[config.mk]
export PLATFORM = sky130hd
export DESIGN_NAME = ddr_cmd_decoder
export DESIGN_NICKNAME = d
export VERILOG_FILES = /design/src/rtl/ddr_cmd_decoder_pkg.sv /design/src/rtl/ddr_cmd_decode.sv /design/src/rtl/ddr_cmd_decoder.sv
export SDC_FILE = /design/constraint.sdc
export NUM_CORES = 1
export LEC_CHECK = 0
export BUFFER_PORTS_ARGS = -buffer_cell sky130_fd_sc_hd__buf_2
export CORE_MARGIN = 3
export CORE_UTILIZATION = 53
export DETAILED_ROUTE_END_ITERATION = 10
export PLACE_DENSITY = 0.76
export SKIP_LAST_GASP = 1
export SLEW_MARGIN = 10
export SYNTH_ARGS = -nofsm -noshare
export SYNTH_HDL_FRONTEND = slang
export SYNTH_HIERARCHICAL = 1
export SYNTH_SLANG_ARGS = --single-unit
export TNS_END_PERCENT = 5
[constraint.sdc]
create_clock -name clk -period 3.15 [get_ports clk]
set_input_delay 0.1575 -clock clk [delete_from_list [all_inputs] [get_ports clk]]
set_output_delay 0.1575 -clock clk [all_outputs]
set_load 0.01 [all_outputs]
[src/rtl/ddr_cmd_decoder_pkg.sv]
`default_nettype none
// ============================================================================
// Module   : ddr_pkg
// Brief    : Shared command enum, error codes and opcode constants for the
//            DDR4 command decoder.
// Revision : 1.0 - initial release
// ============================================================================
package ddr_pkg;

   typedef enum logic [3:0] {
      CMD_DES,
      CMD_NOP,
      CMD_ACT,
      CMD_RD,
      CMD_RDA,
      CMD_WR,
      CMD_WRA,
      CMD_PR,
      CMD_PRA,
      CMD_REF,
      CMD_SRF,
      CMD_MRW,
      CMD_ZQC,
      CMD_RSV
   } cmd_e;

   localparam logic [2:0] C_ERR_NONE     = 3'd0;
   localparam logic [2:0] C_ERR_ACT_OPEN = 3'd1;
   localparam logic [2:0] C_ERR_CLOSED   = 3'd2;
   localparam logic [2:0] C_ERR_REF_OPEN = 3'd3;
   localparam logic [2:0] C_ERR_RSV      = 3'd4;

   // {ras_n, cas_n, we_n} when act_n is high
   localparam logic [2:0] C_OP_MRS = 3'b000;
   localparam logic [2:0] C_OP_REF = 3'b001;
   localparam logic [2:0] C_OP_PRE = 3'b010;
   localparam logic [2:0] C_OP_RSV = 3'b011;
   localparam logic [2:0] C_OP_WR  = 3'b100;
   localparam logic [2:0] C_OP_RD  = 3'b101;
   localparam logic [2:0] C_OP_ZQC = 3'b110;
   localparam logic [2:0] C_OP_NOP = 3'b111;

endpackage : ddr_pkg
`default_nettype wire

[src/rtl/ddr_cmd_decode.sv]
`default_nettype none
// ============================================================================
// Module   : ddr_cmd_decode
// Brief    : Combinational decode of registered DDR4 command pins into a
//            command enum, including CKE-based self-refresh and sleep masking.
// Revision : 1.0 - initial release
// ============================================================================
module ddr_cmd_decode
   import ddr_pkg::*;
(
   input  logic cs_n,
   input  logic act_n,
   input  logic ras_n,
   input  logic cas_n,
   input  logic we_n,
   input  logic a10,
   input  logic cke_q,
   input  logic cke_prev,
   output cmd_e cmd
);

   always_comb begin
      cmd = CMD_DES;
      // With CKE low for two consecutive cycles the device is asleep.
      if (!cs_n && (cke_q || cke_prev)) begin
         if (!act_n) begin
            cmd = CMD_ACT;
         end else begin
            case ({ras_n, cas_n, we_n})
               C_OP_MRS: cmd = CMD_MRW;
               C_OP_REF: cmd = (cke_prev && !cke_q) ? CMD_SRF : CMD_REF;
               C_OP_PRE: cmd = a10 ? CMD_PRA : CMD_PR;
               C_OP_RSV: cmd = CMD_RSV;
               C_OP_WR:  cmd = a10 ? CMD_WRA : CMD_WR;
               C_OP_RD:  cmd = a10 ? CMD_RDA : CMD_RD;
               C_OP_ZQC: cmd = CMD_ZQC;
               default:  cmd = CMD_NOP;
            endcase
         end
      end
   end

endmodule : ddr_cmd_decode
`default_nettype wire

[src/rtl/ddr_cmd_decoder.sv]
`default_nettype none
// ============================================================================
// Module   : ddr_cmd_decoder
// Brief    : Registers DDR4 command pins, tracks open rows per bank, and emits
//            single-cycle legal command pulses for the per-bank timing FSMs.
// Revision : 1.0 - initial release
// ============================================================================
module ddr_cmd_decoder
   import ddr_pkg::*;
#(
   parameter int  BGWIDTH   = 2,
   parameter int  BAWIDTH   = 2,
   parameter int  ADDRWIDTH = 17,
   parameter int  COLWIDTH  = 10,
   localparam int BKWIDTH   = BGWIDTH + BAWIDTH,
   localparam int NB        = 2 ** BKWIDTH
) (
   input  logic                 clk,
   input  logic                 rst,
   input  logic                 cs_n,
   input  logic                 act_n,
   input  logic                 ras_n,
   input  logic                 cas_n,
   input  logic                 we_n,
   input  logic                 cke,
   input  logic [BGWIDTH-1:0]   bg,
   input  logic [BAWIDTH-1:0]   ba,
   input  logic [13:0]          a,
   output logic [NB-1:0]        ACT,
   output logic [NB-1:0]        RD,
   output logic [NB-1:0]        RDA,
   output logic [NB-1:0]        WR,
   output logic [NB-1:0]        WRA,
   output logic [NB-1:0]        PR,
   output logic                 REF,
   output logic                 SRF,
   output logic                 PRA,
   output logic                 MRW,
   output logic                 PD,
   output logic                 PDX,
   output logic                 CKEH,
   output logic                 CKEL,
   output logic [BKWIDTH-1:0]   cmd_bank,
   output logic [ADDRWIDTH-1:0] cmd_row,
   output logic [COLWIDTH-1:0]  cmd_col,
   output logic [NB-1:0]        bank_open,
   output logic                 err,
   output logic [2:0]           err_code
);

   logic                 r_cs_n, r_act_n, r_ras_n, r_cas_n, r_we_n;
   logic                 r_cke, r_cke_prev;
   logic [BGWIDTH-1:0]   r_bg;
   logic [BAWIDTH-1:0]   r_ba;
   logic [13:0]          r_a;
   logic [ADDRWIDTH-1:0] r_row_tbl [NB];

   cmd_e                 w_cmd;
   logic [BKWIDTH-1:0]   w_bank;
   logic [NB-1:0]        w_sel;
   logic                 w_is_open;
   logic [ADDRWIDTH-1:0] w_row;
   logic [COLWIDTH-1:0]  w_col;
   logic                 w_ckel, w_ckeh, w_pd;

   logic [NB-1:0]        w_act, w_rd, w_rda, w_wr, w_wra, w_pr;
   logic                 w_ref, w_srf, w_pra, w_mrw;
   logic                 w_err;
   logic [2:0]           w_err_code;
   logic [NB-1:0]        w_open_nxt;
   logic [BKWIDTH-1:0]   w_bank_nxt;
   logic [ADDRWIDTH-1:0] w_row_nxt;
   logic [COLWIDTH-1:0]  w_col_nxt;
   logic                 w_tbl_we;

   // Reset leaves the pin register holding a deselect with CKE high.
   always_ff @(posedge clk) begin
      if (rst) begin
         r_cs_n     <= 1'b1;
         r_act_n    <= 1'b1;
         r_ras_n    <= 1'b1;
         r_cas_n    <= 1'b1;
         r_we_n     <= 1'b1;
         r_cke      <= 1'b1;
         r_cke_prev <= 1'b1;
         r_bg       <= '0;
         r_ba       <= '0;
         r_a        <= '0;
      end else begin
         r_cs_n     <= cs_n;
         r_act_n    <= act_n;
         r_ras_n    <= ras_n;
         r_cas_n    <= cas_n;
         r_we_n     <= we_n;
         r_cke      <= cke;
         r_cke_prev <= r_cke;
         r_bg       <= bg;
         r_ba       <= ba;
         r_a        <= a;
      end
   end

   ddr_cmd_decode u_decode (
      .cs_n     (r_cs_n),
      .act_n    (r_act_n),
      .ras_n    (r_ras_n),
      .cas_n    (r_cas_n),
      .we_n     (r_we_n),
      .a10      (r_a[10]),
      .cke_q    (r_cke),
      .cke_prev (r_cke_prev),
      .cmd      (w_cmd)
   );

   assign w_bank    = {r_bg, r_ba};
   assign w_sel     = NB'(1) << w_bank;
   assign w_is_open = bank_open[w_bank];
   assign w_row     = ADDRWIDTH'({r_ras_n, r_cas_n, r_we_n, r_a});
   assign w_col     = r_a[COLWIDTH-1:0];
   assign w_ckel    = r_cke_prev & ~r_cke;
   assign w_ckeh    = ~r_cke_prev & r_cke;
   assign w_pd      = w_ckel & ((w_cmd == CMD_DES) || (w_cmd == CMD_NOP));

   always_comb begin
      w_act      = '0;
      w_rd       = '0;
      w_rda      = '0;
      w_wr       = '0;
      w_wra      = '0;
      w_pr       = '0;
      w_ref      = 1'b0;
      w_srf      = 1'b0;
      w_pra      = 1'b0;
      w_mrw      = 1'b0;
      w_err      = 1'b0;
      w_err_code = C_ERR_NONE;
      w_open_nxt = bank_open;
      w_bank_nxt = cmd_bank;
      w_row_nxt  = cmd_row;
      w_col_nxt  = cmd_col;
      w_tbl_we   = 1'b0;
      case (w_cmd)
         CMD_ACT: begin
            w_bank_nxt = w_bank;
            if (w_is_open) begin
               w_err      = 1'b1;
               w_err_code = C_ERR_ACT_OPEN;
            end else begin
               w_act      = w_sel;
               w_open_nxt = bank_open | w_sel;
               w_row_nxt  = w_row;
               w_tbl_we   = 1'b1;
            end
         end
         CMD_RD, CMD_RDA, CMD_WR, CMD_WRA: begin
            w_bank_nxt = w_bank;
            w_col_nxt  = w_col;
            if (!w_is_open) begin
               w_err      = 1'b1;
               w_err_code = C_ERR_CLOSED;
            end else begin
               // Column accesses report the row they land in.
               w_row_nxt = r_row_tbl[w_bank];
               case (w_cmd)
                  CMD_RD:  w_rd = w_sel;
                  CMD_WR:  w_wr = w_sel;
                  CMD_RDA: begin
                     w_rda      = w_sel;
                     w_open_nxt = bank_open & ~w_sel;
                  end
                  CMD_WRA: begin
                     w_wra      = w_sel;
                     w_open_nxt = bank_open & ~w_sel;
                  end
                  default: ;
               endcase
            end
         end
         CMD_PR: begin
            w_bank_nxt = w_bank;
            w_pr       = w_sel;
            w_open_nxt = bank_open & ~w_sel;
         end
         CMD_PRA: begin
            w_pra      = 1'b1;
            w_open_nxt = '0;
         end
         CMD_REF, CMD_SRF: begin
            if (|bank_open) begin
               w_err      = 1'b1;
               w_err_code = C_ERR_REF_OPEN;
            end else if (w_cmd == CMD_SRF) begin
               w_srf = 1'b1;
            end else begin
               w_ref = 1'b1;
            end
         end
         CMD_MRW: w_mrw = 1'b1;
         CMD_RSV: begin
            w_err      = 1'b1;
            w_err_code = C_ERR_RSV;
         end
         default: ;
      endcase
   end

   always_ff @(posedge clk) begin
      if (rst) begin
         ACT       <= '0;
         RD        <= '0;
         RDA       <= '0;
         WR        <= '0;
         WRA       <= '0;
         PR        <= '0;
         REF       <= 1'b0;
         SRF       <= 1'b0;
         PRA       <= 1'b0;
         MRW       <= 1'b0;
         PD        <= 1'b0;
         PDX       <= 1'b0;
         CKEH      <= 1'b0;
         CKEL      <= 1'b0;
         cmd_bank  <= '0;
         cmd_row   <= '0;
         cmd_col   <= '0;
         bank_open <= '0;
         err       <= 1'b0;
         err_code  <= C_ERR_NONE;
      end else begin
         ACT       <= w_act;
         RD        <= w_rd;
         RDA       <= w_rda;
         WR        <= w_wr;
         WRA       <= w_wra;
         PR        <= w_pr;
         REF       <= w_ref;
         SRF       <= w_srf;
         PRA       <= w_pra;
         MRW       <= w_mrw;
         PD        <= w_pd;
         PDX       <= w_ckeh;
         CKEH      <= w_ckeh;
         CKEL      <= w_ckel;
         cmd_bank  <= w_bank_nxt;
         cmd_row   <= w_row_nxt;
         cmd_col   <= w_col_nxt;
         bank_open <= w_open_nxt;
         err       <= w_err;
         err_code  <= w_err_code;
      end
   end

   always_ff @(posedge clk) begin
      if (rst) begin
         for (int i = 0; i < NB; i++) begin
            r_row_tbl[i] <= '0;
         end
      end else if (w_tbl_we) begin
         r_row_tbl[w_bank] <= w_row;
      end
   end

endmodule : ddr_cmd_decoder
`default_nettype wire

# After elaboration in Yosys (flattened, before gate mapping)

Memories as Yosys holds them, arrays and structs flattened. A register that Yosys moved wholly into a read port is not among the register bits.
Cells that the tools add are included.

Register bits: 179
RAM bits: 272
Input bits: 26
Output and inout bits: 155
Logic and storage cells: 133
Memories: 1

$lt $le $gt $ge: 1
Equal/unequal tests: 21
Shift operators: 1
Muxes and demuxes: 38
Bitwise gates (word level): 17
Reductions and logical operators: 25

Memory list:

| memory    | depth | bits a word | rd ports | clocked after memory_dff | write ports | RTL line              | source |
|---|---|---|---|---|---|---|---|
| r_row_tbl | 16    | 17          | 1        | 1                        | 16          | ddr_cmd_decoder.sv:56 | `logic [ADDRWIDTH-1:0] r_row_tbl [NB];` |

Operator list:

| kind                                              | count |
|---|---|
| case mux 16 bit (4 select lines)                  | 1 |
| two-way mux 17 bit                                | 3 |
| two-way mux 16 bit                                | 3 |
| case mux 17 bit (2 select lines)                  | 1 |
| case mux 4 bit (7 select lines)                   | 1 |
| == test 4 bit (second input constant)             | 5 |
| two-way mux 4 bit                                 | 5 |
| OR reduction 4 bit                                | 5 |
| OR reduction 18 bit                               | 1 |
| OR reduction 17 bit                               | 1 |
| AND 16 bit                                        | 1 |
| == test 4 x 3 -> 1 bit (second input constant)    | 4 |
| two-way mux 1 bit                                 | 16 |
| inverter 16 bit                                   | 1 |
| OR 16 bit                                         | 1 |
| OR reduction 16 bit                               | 1 |
| left shift 1 x 4 -> 16 bit (first input constant) | 1 |
| case mux 3 bit (4 select lines)                   | 1 |
| inverter 1 bit                                    | 11 |
| == test 3 bit (second input constant)             | 3 |
| == test 4 x 2 -> 1 bit (second input constant)    | 2 |
| two-way mux 2 bit                                 | 4 |
| == test 3 x 2 -> 1 bit (second input constant)    | 2 |
| != test 2 bit (second input constant)             | 3 |
| 19 further kinds                                  | 26 |

# Depth between registers and ports, before layout

Depth in word-level cells: 13
Mapped depth: 11
Depth with buffers taken out: 8

# Hierarchy

The synthesis kept the hierarchy.

Modules (own cells, without submodules):

| module          | instances | cells an instance | area each (um^2) | seq. area each (um^2) |
|---|---|---|---|---|
| ddr_cmd_decoder | 1         | 1316              | 17984.7          | 11751.3 |
| ddr_cmd_decode  | 1         | 22                | 158.9            | 0.0 |

# Least setup slack after synthesis

No wires, ideal clock.

Kind: reg2reg
Start point: reg r_a[10]
End point: mem r_row_tbl[0][0] (enable)
Library setup time: 0.337 ns
Arrival: 2.599 ns
Required time: 2.813 ns
Slack: 0.214 ns
Cell stages (with the launch flop): 10
Buffers on the path: 2
Period minus slack after synthesis: 2.936 ns
Cell sequence: dfxtp_1 -> mux2_2 -> o21ai_2 -> o21a_1 -> nor4b_1 -> nand2_1 -> clkbuf_1 -> nor3_1 -> clkbuf_1 -> or2_2

RTL lines:

| element                | RTL line              | source |
|---|---|---|
| from (decl)            | ddr_cmd_decoder.sv:55 | `logic [13:0] r_a;` |
| from (signal assigned) | ddr_cmd_decoder.sv:88 | `r_a <= '0;` |
| from (signal assigned) | ddr_cmd_decoder.sv:99 | `r_a <= a;` |
| to (decl)              | ddr_cmd_decoder.sv:56 |  |

# Final worst setup path

Start point: reg r_ras_n
End point: reg cmd_row[1]

Cells in the longest elaborated chain, start to end: 8
Elaborated cells between the ends (all ways): 21
Those cells by class: eq/ne (13); mux (4); reduce/logical (4)

RTL lines:

| element                                                                 | RTL line               | source |
|---|---|---|
| from (decl)                                                             | ddr_cmd_decoder.sv:51  | `logic r_cs_n, r_act_n, r_ras_n, r_cas_n, r_we_n;` |
| from (signal assigned)                                                  | ddr_cmd_decoder.sv:92  | `r_ras_n <= ras_n;` |
| == test 3 bit (tied with other cells)                                   | ddr_cmd_decode.sv:29   | `case ({ras_n, cas_n, we_n})` |
| case mux 4 bit (7 select lines) *                                       | ddr_cmd_decode.sv:29   |  |
| two-way mux 4 bit *                                                     | ddr_cmd_decode.sv:26   | `if (!act_n) begin` |
| two-way mux 4 bit *                                                     | ddr_cmd_decode.sv:25   | `if (!cs_n && (cke_q \|\| cke_prev)) begin` |
| named net w_cmd[2]                                                      | ddr_cmd_decoder.sv:58  | `cmd_e w_cmd;` |
| == test 4 x 3 -> 1 bit / == test 4 x 2 -> 1 bit (equally long branches) | ddr_cmd_decoder.sv:142 | `case (w_cmd)` |
| OR reduction 4 bit                                                      | ddr_cmd_decoder.sv:142 |  |
| != test 2 bit (no line) / nonzero test 2 bit (equally long branches)    | -                      |  |
| AND reduction 3 bit (no line)                                           | -                      |  |
| to (signal assigned)                                                    | ddr_cmd_decoder.sv:245 | `cmd_row <= w_row_nxt;` |
| to (decl)                                                               | ddr_cmd_decoder.sv:44  | `output logic [ADDRWIDTH-1:0] cmd_row,` |

The timed path passes the listed nets; every way through them passes the cells marked *.
A chain may end at the register's enable or synchronous reset.

==> results.cfg <==
[power_and_ir_drop]
leakage_nw = 8.18
power.density_nw_per_um2 = 589
peakVddDrop_v = 0.000491

[floorplan]
die_x_um = 191
rows = 67
die_area_um2 = 36500
io_pins = 181
die_y_um = 191
start_util = 0.540
core_um2 = 33600

[setup_path]
crit_family = compound AO/OA/AOI/OAI gates
crit_buf_inv = 2
crit_arrival_ns = 3.26
critPathLaunch = r_ras_n
path_cells = buf_4 > nand3b_1 > a31oi_1 > a21boi_0 > o21a_1 > buf_4 > nor2_1 > mux2_2 > a211oi_1
worstPathRequired_ns = 3.58
end_kind = register
cpMostUsedCell = buf_4
worst-path-max-fanout = 22
slowest_delay_ns = 0.51
worstReg2RegStart = r_ras_n
worst_path_max_delay_cell = a21boi_0
critPathKind = reg -> reg
start_kind = register

[sta]
finClkSkew_ns = 0.0215
hold_viol_final = 0
rsz0062_at_grt = no
fin_tns_setup_ns = 0
max_freq_ghz = 0.353
setup_viol_count_final = 0
tightest_slew_ns = 0.782
whs_ns = 0.0747
finalCritPeriodShare = 0.899
slew_viol_final = 0
fin_crit_ns = 2.83
slew_headroom = 0.478

[logic_synthesis]
synth_area_leaders = edfxtp_1, dfxtp_1, mux4_2
synth_cell_types = 46
ys_seq_area_frac = 0.648
synth_edf_count = 272
yosys_warnings = 6
yosys.area.top_type = edfxtp_1
synth_top_area_frac = 0.450
syn_inst = 1338
syn-cell-area_um2 = 18100
ys_seq_elements = 451
syn_area_per_cell_um2 = 13.6
synth_flop_cell = edfxtp_1
syn-num-nets = 1364
async_reset_ff_frac = 0

[route]
wl_met2_um = 22000
drc = 0
dr.pass1.iters = 6
drt-met1-wl_um = 18400
routed.top_layer = met5
drt_iter0_drc = 1201
wl_um = 45600
avgViaCountPerCell = 5.79
dr_wl_met3_um = 3800
postRouteAntennaNets = 0
wl_per_cell_um = 22.7
vias = 11600

[clock_tree]
clkSlewWorstSetupHoldPaths_ns = 0.07
postCtsHoldBufs = 24
cts_tree = yes
cts_setup_buffers = 0
htreeDepth = 2
clockBufferDepth = 3
root_buffer = clkbuf_16
cts.sinks = 451
clock_latency_ns = 0.54
ctsResizeCount = 0
cts_buffers = 44

[global_route]
grt_antenna_before_repair = 1
grt_pass1_wl_um = 69000
grt_pass1_vias = 11800
track_usage = 0.249
grt_max_degree = 46
grt.overflow.total = 0

[hold_path]
hold_start = rst
hold_class = in -> reg

[final_layout]
diodes = 0
fin_util = 0.636
fillers = 2409
layout_common_cells = and2_1, edfxtp_1, buf_2, dfxtp_1, nor2_1
finalNetCount = 1551
drive_above_1_share = 0.281
final_cells = 2009
syn2layout_area_growth_pct = 17.9

[placement]
placed_cells = 1903
dp_hpwl_um = 30100
io_buffers = 180
gp_congestion = 0.873

[job]
maxCapViolCount = 0

[run_status]
status = finished, final reports clean
-- worst paths after layout --
check | end | slack (ns) | cells past startpoint
setup / recovery | cmd_row[1] | 0.32 | 9
hold / removal | r_ba[0] | 0.07 | 2
setup reg to reg | cmd_row[1] | 0.32 | 9
hold reg to reg | cmd_col[0] | 0.46 | 2
-- synthesized netlist by cell type, drive strengths merged (13+ instances only) --
master / instances
o21ai: 21
a21oi: 15
buf: 23
nand2: 56
or2: 25
nor3: 29
nand3b: 14
mux4: 83
edfxtp: 272
mux2i: 17
a31oi: 19
nor2: 114
nor2b: 28
clkbuf: 85
a211oi: 13
dfxtp: 179
and2: 272
-- metrics by stage --
stage,power [mW],instance area [um^2],setup slack (ns)
after floorplan,7.04,18100,0.214
after global placement,7.28,19600,0.452
after detailed placement,7.30,19600,0.395
after CTS,12.6,21400,0.339
after global routing,12.9,21400,0.0841
final,12.6,21400,0.318
-- final cells by class --
| class | count | area [um^2] | share of cell area |
|---|---|---|---|
| clock buffer | 62 | 1340 | 0.0624 |
| timing repair buffer | 249 | 1500 | 0.0703 |
| multi-input combinational | 776 | 6030 | 0.282 |
| tap | 448 | 561 | 0.0262 |
| clock inverter | 20 | 178 | 0.00831 |
| inverter | 3 | 11.3 | 0.000527 |
| sequential | 451 | 11800 | 0.550 |
-- routing by layer --
layer,up-vias,GRT usage
met3,108,0.0444
li1,5134,-
met4,2,0.0850
met5,-,0
met1,5831,0.344
met2,551,0.403
-- cells by family (layout without fill, tap and decap cells) --
family | after synthesis | in the layout | share of synthesized area
AOI/OAI and AO/OA | 90 | 90 | 0.0338
DFF | 451 | 451 | 0.648
muxes | 111 | 111 | 0.119
and+or+nand+nor | 575 | 575 | 0.174
buffers and inverters | 111 | 334 | 0.0254
-- state kept, by name (all words and copies together) (netlist names), 2 cells and up --
signal     flops
r_row_tbl    272
WR            16
ACT           16
r_bg           2
WRA           16
cmd_col       10
RD            16
PR            16
err_code       3
r_ba           2
r_a           14
cmd_bank       4
RDA           16
bank_open     16
cmd_row       17
-- where the power goes --
part	switching (mW)	internal [mW]	leakage, nW
sequential	0.121	6.41	4.20
clock	2.18	3.21	0.758
combinational	0.384	0.293	3.22
total	2.69	9.91	8.18
No activity file was read; power rests on OpenSTA's default activity.
